===== src/rtl/ppu_palram_arbiter_pkg.sv =====
// rtl/ppu_palram_arbiter_pkg.sv - shared PPU palette RAM requester ids and default geometry
package ppu_palram_arbiter_pkg;

  typedef enum logic [0:0] {
    PAL_REQ_BG  = 1'b0,
    PAL_REQ_SPR = 1'b1
  } pal_req_e;

  localparam int PALRAM_ADDR_W = 9;
  localparam int PALRAM_DATA_W = 64;

endpackage


===== src/rtl/ppu_palram_arbiter_rr.sv =====
// rtl/ppu_palram_arbiter_rr.sv - round-robin one-hot grant with rotating priority pointer
module rr_arbiter
  import ppu_palram_arbiter_pkg::*;
#(
  parameter int N_REQ = 2
) (
  input  logic             clk,
  input  logic             rst_n,
  input  logic [N_REQ-1:0] req,
  input  logic             advance,
  output logic [N_REQ-1:0] gnt
);

  localparam int PTR_W = (N_REQ > 1) ? $clog2(N_REQ) : 1;

  logic [PTR_W-1:0] rr_ptr_q;
  logic [PTR_W-1:0] rr_ptr_d;

  // Scan from the pointer upward with wraparound; the first requester found wins.
  always_comb begin
    int               sum;
    logic             found;
    logic [PTR_W-1:0] idx;
    gnt      = '0;
    rr_ptr_d = rr_ptr_q;
    found    = 1'b0;
    sum      = 0;
    idx      = '0;
    if (advance) begin
      for (int i = 0; i < N_REQ; i++) begin
        sum = int'(rr_ptr_q) + i;
        if (sum >= N_REQ) begin
          sum = sum - N_REQ;
        end
        idx = PTR_W'(sum);
        if (!found && req[idx]) begin
          found    = 1'b1;
          gnt[idx] = 1'b1;
          rr_ptr_d = (sum == N_REQ - 1) ? '0 : PTR_W'(sum + 1);
        end
      end
    end
  end

  always_ff @(posedge clk or negedge rst_n) begin
    if (!rst_n) begin
      rr_ptr_q <= '0;
    end else begin
      rr_ptr_q <= rr_ptr_d;
    end
  end

endmodule


===== src/rtl/ppu_palram_arbiter.sv =====
// rtl/ppu_palram_arbiter.sv - read-only palette RAM port A arbiter with in-order tagged returns
module ppu_palram_arbiter
  import ppu_palram_arbiter_pkg::*;
#(
  parameter int N_REQ      = 2,
  parameter int ADDR_W     = PALRAM_ADDR_W,
  parameter int DATA_W     = PALRAM_DATA_W,
  parameter int RD_LATENCY = 2
) (
  input  logic                    clk,
  input  logic                    rst_n,
  input  logic                    en,
  input  logic [N_REQ-1:0]        req,
  input  logic [N_REQ*ADDR_W-1:0] req_addr,
  output logic [N_REQ-1:0]        gnt,
  output logic [N_REQ-1:0]        rvalid,
  output logic [DATA_W-1:0]       rdata,
  output logic                    busy,
  output logic [ADDR_W-1:0]       palram_addr_a,
  output logic                    palram_wren_a,
  output logic [DATA_W-1:0]       palram_wrdata_a,
  input  logic [DATA_W-1:0]       palram_rddata_a
);

  localparam int IDX_W = (N_REQ > 1) ? $clog2(N_REQ) : 1;

  logic                  arb_en;
  logic                  gnt_any;
  logic [IDX_W-1:0]      gnt_idx;
  logic [ADDR_W-1:0]     addr_q;
  logic [ADDR_W-1:0]     addr_d;
  logic [RD_LATENCY-1:0] tag_vld_q;
  logic [RD_LATENCY-1:0] tag_vld_d;
  logic [IDX_W-1:0]      tag_idx_q [RD_LATENCY];
  logic [IDX_W-1:0]      tag_idx_d [RD_LATENCY];
  logic [DATA_W-1:0]     rdata_q;
  logic [DATA_W-1:0]     rdata_d;

  assign palram_wren_a   = 1'b0;
  assign palram_wrdata_a = '0;

  // Gating with rst_n keeps gnt low while reset is held.
  assign arb_en = en & rst_n;

  rr_arbiter #(
    .N_REQ(N_REQ)
  ) u_rr_arbiter (
    .clk    (clk),
    .rst_n  (rst_n),
    .req    (req),
    .advance(arb_en),
    .gnt    (gnt)
  );

  assign gnt_any = |gnt;

  always_comb begin
    gnt_idx = '0;
    addr_d  = addr_q;
    for (int i = 0; i < N_REQ; i++) begin
      if (gnt[i]) begin
        gnt_idx = IDX_W'(i);
        addr_d  = req_addr[i*ADDR_W +: ADDR_W];
      end
    end
  end

  assign palram_addr_a = addr_d;

  // Stage k holds the grant issued k+1 cycles ago; the last stage lines up with RAM data.
  always_comb begin
    tag_vld_d    = '0;
    tag_vld_d[0] = gnt_any;
    tag_idx_d[0] = gnt_idx;
    for (int k = 1; k < RD_LATENCY; k++) begin
      tag_vld_d[k] = tag_vld_q[k-1];
      tag_idx_d[k] = tag_idx_q[k-1];
    end
  end

  always_comb begin
    rvalid  = '0;
    rdata   = rdata_q;
    if (tag_vld_q[RD_LATENCY-1]) begin
      rvalid[tag_idx_q[RD_LATENCY-1]] = 1'b1;
      rdata = palram_rddata_a;
    end
    rdata_d = rdata;
  end

  assign busy = |tag_vld_q;

  always_ff @(posedge clk or negedge rst_n) begin
    if (!rst_n) begin
      addr_q    <= '0;
      tag_vld_q <= '0;
      rdata_q   <= '0;
      for (int k = 0; k < RD_LATENCY; k++) begin
        tag_idx_q[k] <= '0;
      end
    end else begin
      addr_q    <= addr_d;
      tag_vld_q <= tag_vld_d;
      rdata_q   <= rdata_d;
      for (int k = 0; k < RD_LATENCY; k++) begin
        tag_idx_q[k] <= tag_idx_d[k];
      end
    end
  end

endmodule


===== config.mk =====
export PLATFORM = sky130hd
export DESIGN_NAME = ppu_palram_arbiter
export DESIGN_NICKNAME = d
export VERILOG_FILES = /design/src/rtl/ppu_palram_arbiter_pkg.sv /design/src/rtl/ppu_palram_arbiter_rr.sv /design/src/rtl/ppu_palram_arbiter.sv
export SDC_FILE = /design/constraint.sdc
export NUM_CORES = 1
export LEC_CHECK = 0
export CORE_UTILIZATION = 37
export CTS_CLUSTER_DIAMETER = 40
export DETAILED_ROUTE_END_ITERATION = 7
export HOLD_SLACK_MARGIN = 0.12
export PLACE_DENSITY = 0.81
export SYNTH_ARGS = -nofsm -noshare
export SYNTH_HDL_FRONTEND = slang
export SYNTH_SLANG_ARGS = --single-unit

===== constraint.sdc =====
create_clock -name clk -period 1.7 [get_ports clk]
set_input_delay 0.17 -clock clk [delete_from_list [all_inputs] [get_ports clk]]
set_output_delay 0.17 -clock clk [all_outputs]
set_load 0.02 [all_outputs]

Word-level counts from Yosys, hierarchy flattened
Cells that the tools add are included.
W data, S select, Z words.
- bits of input ports: 87
- output and inout bits: 143
- flip-flop bits (word level): 78
- word-level logic and storage cells: 61
- bitwise logic cells: 2
- muxes and demuxes: 29
- add/sub/neg operators: 5
- equal/unequal tests: 2
- reduce and logical (&&, ||, !) cells: 9
- magnitude comparators: 8
- operators with widths (operator ; count):
    $mux W32 ; 4
    $eq A32 B2 Y1 const B ; 2
    $mux W64 ; 1
    $ge A32 B3 Y1 const B ; 1
    $sub A32 B3 Y32 const B ; 1
    $mux W9 ; 2
    $mux W1 ; 14
    $mux W2 ; 5
    $lt A1 B2 Y1 const B ; 3
    $logic_and A1 B1 Y1 ; 4
    $reduce_or A2 Y1 ; 2
    $demux W1 S1 ; 3
    $ge A1 B1 Y1 const B ; 3
    $sub A1 B2 Y3 const B ; 1
    $add A1 B1 Y1 const B ; 2
    $add A1 B1 Y2 const B ; 1
    $ge A1 B2 Y1 const B ; 1
    $or A2 B2 Y2 ; 1
    $reduce_and A2 Y1 ; 1
    $reduce_bool A2 Y1 ; 1
    $and A1 B1 Y1 ; 1
    $logic_not A1 Y1 ; 1

Logic depth before layout (Yosys ltp)
Gate-level depths: netlist (run 1).
- word-level depth: 14
- gate-level depth with buffers: 6

Hierarchy
Synthesis (run 1) repeated with hierarchy kept, for this count alone.
- cells, all modules: 257
- area total of the unflattened synthesis: 3549.7 sq um
- by module, submodules not included (module ; area an instance (sq um) ; cells each ; sequential area each (sq um) ; instances):
    ppu_palram_arbiter ; 3488.3 ; 249 ; 1926.8 ; 1
    rr_arbiter ; 61.3 ; 8 ; 25.0 ; 1

Worst setup path after synthesis (run 1)
No wires, ideal clock.
- path type: register -> register
- from: register u_rr_arbiter.rr_ptr_q
- to: register addr_q[8]
- library setup time: 174 ps
- stages on the path, launching flop included: 5
- path slack: 348 ps
- data arrival time: 1178 ps
- cells stage by stage: dfrtp_1 > nand2b_1 > buf_6 > nand2_4 > a2bb2oi_1
- cells in the longest elaborated chain, start to end: 14
- elaborated cells between the ends (all ways): 34
- classes of those cells: add/sub: 3; order compare: 6; mux: 20; bitwise: 1; reduce/logical: 4
- ends and longest elaborated chain (what ; line ; text):
    start: declaration ; ppu_palram_arbiter_rr.sv:16 ; logic [PTR_W-1:0] rr_ptr_q;
    start signal: assignment ; ppu_palram_arbiter_rr.sv:49 ; rr_ptr_q <= rr_ptr_d;
    parallel branches: the longest is 10 deep, another holds $sub A32 B3 Y32 ; - ;
    $mux W2 (*) ; ppu_palram_arbiter_rr.sv:36 ; if (!found && req[idx]) begin
    $mux W2 (*) ; ppu_palram_arbiter_rr.sv:29 ; if (advance) begin
    $mux W9 ; ppu_palram_arbiter.sv:61 ; if (gnt[i]) begin
    $mux W9 (*) ; ppu_palram_arbiter.sv:61 ;
    named net palram_addr_a[8] ; ppu_palram_arbiter.sv:19 ; output logic [ADDR_W-1:0] palram_addr_a,
    end signal: assignment ; ppu_palram_arbiter.sv:102 ; addr_q <= addr_d;
    end: declaration ; ppu_palram_arbiter.sv:30 ; logic [ADDR_W-1:0] addr_q;
Mark *: on every way through the listed nets, which the timed path passes. The select of a mux whose other input is x is not followed.
A chain may end at the register's enable or synchronous reset.

Final worst setup path (run 1)
- from: register tag_vld_q[1]
- to: output rdata[47]
- cells in the longest elaborated chain, start to end: 1
- ends and longest elaborated chain (what ; line ; text):
    start: declaration ; ppu_palram_arbiter.sv:32 ; logic [RD_LATENCY-1:0] tag_vld_q;
    start signal: assignment ; ppu_palram_arbiter.sv:103 ; tag_vld_q <= tag_vld_d;
    $mux W64 ; ppu_palram_arbiter.sv:84 ; if (tag_vld_q[RD_LATENCY-1]) begin
    end: declaration ; ppu_palram_arbiter.sv:17 ; output logic [DATA_W-1:0] rdata,
No other way between the ends.

==> flow_metrics.env, run 1 <==
export IMPL_area_growth_pct=55.6
export IMPL_dominantRegCellSynth="dfrtp_1"
export IMPL_antenna_found_initial=0
export IMPL_num_fill_cells=778
export IMPL_power_density_mw_per_mm2=1160
export IMPL_setup_viol=44
export IMPL_grt_overflow=0
export IMPL_wl_met2_um=4800
export IMPL_synth_seq_cells=78
export IMPL_final_cells=588
export IMPL_crit_fanout=33
export IMPL_p_sw_uw=2330
export IMPL_max_freq_ghz=0.568
export IMPL_synth_warnings=0
export IMPL_vias_per_cell=4.41
export IMPL_p_seq_share_pct=37.1
export IMPL_place_gp_congestion=0.716
export IMPL_place_hpwl_um=6340
export IMPL_die_w_um=101
export IMPL_grt_pass1_wl_um=12900
export IMPL_ff_latch_area_mm2=0.00195
export IMPL_routedWlPerCell_um=16.2
export IMPL_synth_edf_count=0
export IMPL_r2r_slack_ns=0.43
export IMPL_antenna_cells=0
export IMPL_rsz0062_at_grt="true"
export IMPL_grt_start_max_net_pins=64
export IMPL_synth_seq_area_share_pct=53.7
export IMPL_irDropWorstVdd_uv=440
export IMPL_dp_cells=556
export IMPL_start_util_pct=38.8
export IMPL_worst_slew_pin_transition_ns=0.786
export IMPL_endpoint_kind="primary output"
export IMPL_setup_slack_ns=-0.0599
export IMPL_num_vias=2595
export IMPL_h_tree_depth=3
export IMPL_reg2reg_to="addr_q[7]"
export IMPL_yosysTopAreaCell="dfrtp_1"
export IMPL_netlist_area_mm2=0.00364
export IMPL_clkSlewWorstSetupHoldPaths_ns=0.09
export IMPL_synth_async_sr_flop_share_pct=100
export IMPL_swShare_pct=35.4
export IMPL_dr_wl_met3_um=889
export IMPL_synth_cell_type_count=25
export IMPL_cts_root_buffer="clkbuf_8"
export IMPL_nNetsFinal=541
export IMPL_drc=0
export IMPL_grt_usage_pct=16.6
export IMPL_p_comb_share_pct=43.4
export IMPL_cts_tree="built"
export IMPL_maxSlewViolCount=0
export IMPL_io_buffer_count=164
export IMPL_p_int_uw=4250
export IMPL_numCtsBuffers=9
export IMPL_dp_slack_ns=-0.524
export IMPL_multiInputGateArea_mm2=0.00162
export IMPL_first_pass_iters=3
export IMPL_antenna_left=0
export IMPL_arrival_ns=1.59
export IMPL_row_count=35
export IMPL_drive_gt1_share_pct=44.9
export IMPL_clock_sinks=78
export IMPL_netlist_instances=264
export IMPL_wirelength_um=9510
export IMPL_dieArea_mm2=0.0102
export IMPL_leakagePower_uw=0.00257
export IMPL_synth_area_top_cells="dfrtp_1 (54%), buf_4 (14%), mux2_2 (11%), mux2_1 (8.4%), a2bb2oi_2 (3.3%)"
export IMPL_postSynthAreaPerCell_um2=13.8
export IMPL_min_period_ns=1.76
export IMPL_clock_latency_ns=0.34
export IMPL_critPathRequiredTime_ns=1.53
export IMPL_dieHeight_um=101
export IMPL_min_delay_path_depth=4
export IMPL_io_pins=230
export IMPL_path_class="reg -> out"
export IMPL_slew_headroom_pct=47.6
export IMPL_reg2reg_from="u_rr_arbiter.rr_ptr_q"
export IMPL_worstHoldEndpoint="u_rr_arbiter.rr_ptr_q"
export IMPL_finalHoldViolations=0
export IMPL_finClkSkew_ns=0.0118
export IMPL_top_layer="met4"
export IMPL_core_mm2=0.00937
export IMPL_min_from="rst_n"
export IMPL_cts_buffer_depth=2
export IMPL_synth_top_cell_area_share_pct=53.7
export IMPL_synth_cells_most_frequent="dfrtp_1 (78), buf_4 (67), mux2_2 (37)"
export IMPL_first_iter_violations=43
export IMPL_p_clk_share_pct=19.4
export IMPL_yosysMostFrequentCell="dfrtp_1"
export IMPL_reg2reg_depth=5
export IMPL_start_kind="flop"
export IMPL_fin_crit_sh_pct=104
export IMPL_grt_pass1_vias=2555
export IMPL_drt_met1_wl_um=3630
export IMPL_status="complete, but fails checks"
export IMPL_hold_path_class="in -> reg"
export IMPL_violations="negative setup slack"
export IMPL_maxCapViolCount=0
## cells in the final DEF, fill, tap and decap left out, types with 2 or more instances in the layout
master	n
buf_12	4
and3_4	3
buf_4	31
dfrtp_1	77
a32oi_2	4
o21ai_0	3
mux2_1	8
clkinv_2	3
a2bb2oi_4	5
buf_6	22
a2bb2oi_2	4
nor2_1	2
a32oi_4	5
dlymetal6s2s_1	3
mux2_2	42
nand2_8	3
buf_2	38
conb_1	65
clkbuf_2	6
clkbuf_8	11
buf_8	2
clkdlybuf4s50_1	82
o21ai_1	6
mux2_4	14
## per-stage QoR
| step | util [%] | power [µW] | setup TNS [ns] | cell area [µm²] | hold WS (ns) |
|---|---|---|---|---|---|
| detailed placement | 55.4 | 5260 | -6.03 | 5190 | 0.167 |
| floorplan | - | 4000 | 0 | 3880 | -0.126 |
| global placement | 55.4 | 5180 | -5.03 | 5190 | 0.166 |
| CTS | 55.8 | 6240 | -3.61 | 5230 | 0.305 |
| global route | 60.4 | 6920 | -5.05 | 5660 | 0.358 |
| finish | 60.4 | 6590 | -1.83 | 5660 | 0.330 |
## final cells by class
cell class / count / share of cell area (%)
flip-flops and latches: 78 / 34.5
repair buffers: 192 / 30.8
multi-input cells: 172 / 28.6
well taps: 129 / 2.85
clock buffers: 11 / 2.68
clock inverters: 5 / 0.553
inverters: 1 / 0.0663
## worst max path at each step
stage	endpoint	cells after the start	startpoint	slack [ns]
after global routing	rdata[61]	3	tag_vld_q[1]	-0.13
after CTS	rdata[7]	3	tag_vld_q[1]	-0.21
after floorplan	addr_q[8]	4	u_rr_arbiter.rr_ptr_q	0.35
final	rdata[47]	3	tag_vld_q[1]	-0.06
after detailed placement	palram_addr_a[1]	5	req[0]	-0.52
after global placement	palram_addr_a[8]	5	req[0]	-0.50
## cell families after synthesis
group / synth area share [%]
AO/OA/AOI/OAI: 7.22
flip-flops: 53.7
AND/OR/NAND/NOR: 2.06
buffers and inverters: 17.1
multiplexers: 19.8
other: 0.103
## per-layer routing
layer  GRT usage (%)  vias to the layer above
li1                -                     1162
met1            19.4                     1259
met2            28.8                      157
met3            4.49                       17
met4            6.80                        0
met5               0                        -
## worst max-delay path: stages, from the launching register on
cell,delay [ns]
dfrtp_2,0.46
buf_12,0.23
mux2_2,0.38
buf_2,0.17
## power groups by stage
stage / Sequential (µW) / Clock, µW / Combinational [µW]
3_3_place_gp: 2440 / 0 / 2740
2_1_floorplan: 2420 / 0 / 1580
6_report: 2450 / 1280 / 2860
3_5_place_dp: 2470 / 0 / 2780
5_1_grt: 2490 / 1400 / 3030
4_1_cts: 2440 / 1340 / 2460
## timing repair
item / CTS / global route
pin swaps: 5 / 5
gates resized for setup: 301 / 133
hold endpoints to repair: 78 / 0
gates cloned: 1 / 4
setup buffers: 3 / 8
setup endpoints to repair: 78 / 75
hold buffers: 1 / 0
## registers in the layout, summed over array words and instances, names as in the netlist
signal                 flops
addr_q                     9
rdata_q                   64
u_rr_arbiter.rr_ptr_q      1
tag_vld_q                  2
tag_idx_d                  1
tag_idx_q                  1
Note: power is estimated with default switching activity, not from simulation.
==> run 2, diff against run 1 <==
CELL_PAD_IN_SITES_DETAIL_PLACEMENT = 0   (was not set)
CELL_PAD_IN_SITES_GLOBAL_PLACEMENT = 2   (was not set)
CORE_UTILIZATION = 22   (was 37)
PLACE_DENSITY = not set   (was 0.81)
PLACE_DENSITY_LB_ADDON = 0.1   (was not set)
==> run 2 against run 1 <==
The flow still finishes with violations (negative setup slack). Sequential cell count unchanged. Global-route usage down 4.9 points. Cell count up 17%. Fmax down 1.9%. Routed wire length up 14%. Highest routed layer unchanged. Non-clock buffer count up 14. Utilization down 23 points. Register-to-register slack worse by 0.02 ns.
==> flow_metrics.env, run 2 (synthesis gave the netlist of run 1 again) <==
export IMPL_area_growth_pct=66.6
export IMPL_timing_hold_ws_ns=0.348
export IMPL_status="complete, but fails checks"
export IMPL_p_clk_share_pct=24.2
export IMPL_violations="negative setup slack"
export IMPL_setup_viol=49
export IMPL_final_cell_area_mm2=0.00606
export IMPL_critPathTopFamily="buffers and inverters"
export IMPL_multiInputGateArea_mm2=0.00155
export IMPL_top_register="rdata_q"
export IMPL_dp_slack_ns=-0.498
export IMPL_p_seq_share_pct=33.3
export IMPL_drc=0
export IMPL_cpMostUsedCell="buf_6"
export IMPL_critPathRequiredTime_ns=1.53
export IMPL_clkSlewWorstSetupHoldPaths_ns=0.06
export IMPL_setup_slack_ns=-0.0938
export IMPL_routedWlPerCell_um=15.7
export IMPL_grt_overflow=0
export IMPL_numCtsBuffers=9
export IMPL_antenna_left=0
export IMPL_io_pins=230
export IMPL_final_cells=688
export IMPL_grt_pass1_vias=2547
export IMPL_placed_area_mm2=0.00531
export IMPL_vias_per_cell=3.83
export IMPL_maxSlewViolCount=0
export IMPL_hold_path_class="in -> async"
export IMPL_place_hpwl_um=7030
export IMPL_grt_start_max_net_pins=56
export IMPL_first_iter_violations=41
export IMPL_cts_tree="built"
export IMPL_largest_reg_flops=64
export IMPL_cts_root_buffer="clkbuf_16"
export IMPL_cp_slowest_stage_delay_ns=0.43
export IMPL_cp_cell_sequence="buf_12 -> buf_16 -> buf_6 -> mux2_4 -> buf_6"
export IMPL_first_pass_iters=4
export IMPL_layout_commonest_cell="clkdlybuf4s50_1"
export IMPL_irDropWorstVdd_uv=620
export IMPL_dieHeight_um=131
export IMPL_dieArea_mm2=0.0171
export IMPL_layout_common_cells="clkdlybuf4s50_1 (83), dfrtp_1 (77), conb_1 (65)"
export IMPL_grt_pass1_wl_um=14400
export IMPL_clock_sinks=78
export IMPL_crit_buf_inv=4
export IMPL_leakagePower_uw=0.00276
export IMPL_drive_gt1_share_pct=46.3
export IMPL_min_period_ns=1.79
export IMPL_arrival_ns=1.62
export IMPL_io_buffer_count=164
export IMPL_reg_top3="rdata_q: 64 flops, addr_q: 9 flops, tag_vld_q: 2 flops"
export IMPL_place_gp_congestion=0.715
export IMPL_clock_latency_ns=0.34
export IMPL_rsz0062_at_grt="true"
export IMPL_h_tree_depth=3
export IMPL_swShare_pct=33.6
export IMPL_die_w_um=131
export IMPL_grt_usage_pct=11.7
export IMPL_antenna_found_initial=1
export IMPL_num_vias=2632
export IMPL_power_density_mw_per_mm2=1210
export IMPL_start_kind="flop"
export IMPL_p_comb_share_pct=42.5
export IMPL_fin_crit_sh_pct=106
export IMPL_p_sw_uw=2450
export IMPL_slowest_stage="dfrtp_2"
export IMPL_start_util_pct=22.7
export IMPL_wirelength_um=10800
export IMPL_dp_cells=644
export IMPL_cts_buffer_depth=2
export IMPL_worst_slew_pin_transition_ns=0.543
export IMPL_crit_fanout=8
export IMPL_ff_latch_area_mm2=0.00195
export IMPL_endpoint_kind="primary output"
export IMPL_num_fill_cells=1614
export IMPL_tns_ns=-2.16
export IMPL_p_int_uw=4860
export IMPL_slew_headroom_pct=63.8
export IMPL_core_mm2=0.0160
export IMPL_max_freq_ghz=0.557
export IMPL_finalHoldViolations=0
export IMPL_finClkSkew_ns=0.00445
export IMPL_nNetsFinal=554
export IMPL_maxCapViolCount=0
export IMPL_path_class="reg -> out"
export IMPL_row_count=46
[run 2: cell types whose count changed in the layout (fill, tap and decap cells not counted), sizes merged]
cell           delta
diode             +1
nand2             -1
buf              +19
clkinv            +2
clkdlybuf4s15     +1
clkdlybuf4s50     +1
inv               -1
clkbuf            -7
dlymetal6s2s      -2
[run 2: cell type report]
type / count / area share (%)
Clock buffer: 9 / 3.72
Multi-Input combinational cell: 171 / 25.5
Inverter: 1 / 0.0619
Clock inverter: 6 / 0.661
Timing Repair Buffer: 206 / 33.3
Tap cell: 216 / 4.46
Antenna cell: 1 / 0.0413
Sequential cell: 78 / 32.2
[run 2: worst paths after layout]
| kind | start | to | slack [ns] | cells after the start |
|---|---|---|---|---|
| worst max register to register | tag_vld_q[1] | rdata_q[26] | 0.41 | 4 |
| worst min-delay path | rst_n | addr_q[8] | 0.35 | 3 |
| worst max-delay path | tag_vld_q[1] | rdata[12] | -0.09 | 5 |
| min in group clk | tag_idx_d[0] | tag_idx_q[0] | 0.35 | 0 |
| max in group asynchronous | rst_n | rdata_q[17] | 0.37 | 4 |
| worst min register to register | tag_idx_d[0] | tag_idx_q[0] | 0.35 | 0 |
[run 2: power groups by stage]
stage          Sequential (µW)  Clock, µW  Combinational, µW
2_1_floorplan             2420          0               1580
3_3_place_gp              2450          0               2790
3_5_place_dp              2460          0               2800
4_1_cts                   2430       1880               2730
5_1_grt                   2480       1950               3300
6_report                  2430       1770               3110
[run 2: routing by layer]
layer	share of wire [%]	track usage, %	routed length [µm]	vias to the layer above
li1	-	-	-	1193
met1	42	14.0	4560	1295
met2	46	18.0	4960	133
met3	11	6.47	1220	11
met4	0.85	3.25	92	0
met5	0	0	0	-
[run 2: stage by stage]
stage / utilization [%] / total power, µW
after floorplan: - / 4000
after global placement: 33.2 / 5240
after detailed placement: 33.2 / 5260
after CTS: 35.6 / 7040
after global routing: 37.9 / 7740
final: 37.9 / 7310
[run 2: tightest hold or removal path, cell delays in order]
cell	delay, ns
buf_4	0.11
dlygate4sd3_1	0.60
buf_4	0.12
[run 2: repair_timing]
item,4_1_cts,5_1_grt
hold endpoints to repair,23,0
buffers inserted,14,9
hold buffers,1,0
pin swaps,0,18
cloned,2,3
gates resized for setup,395,91
endpoints found under the setup margin,78,132
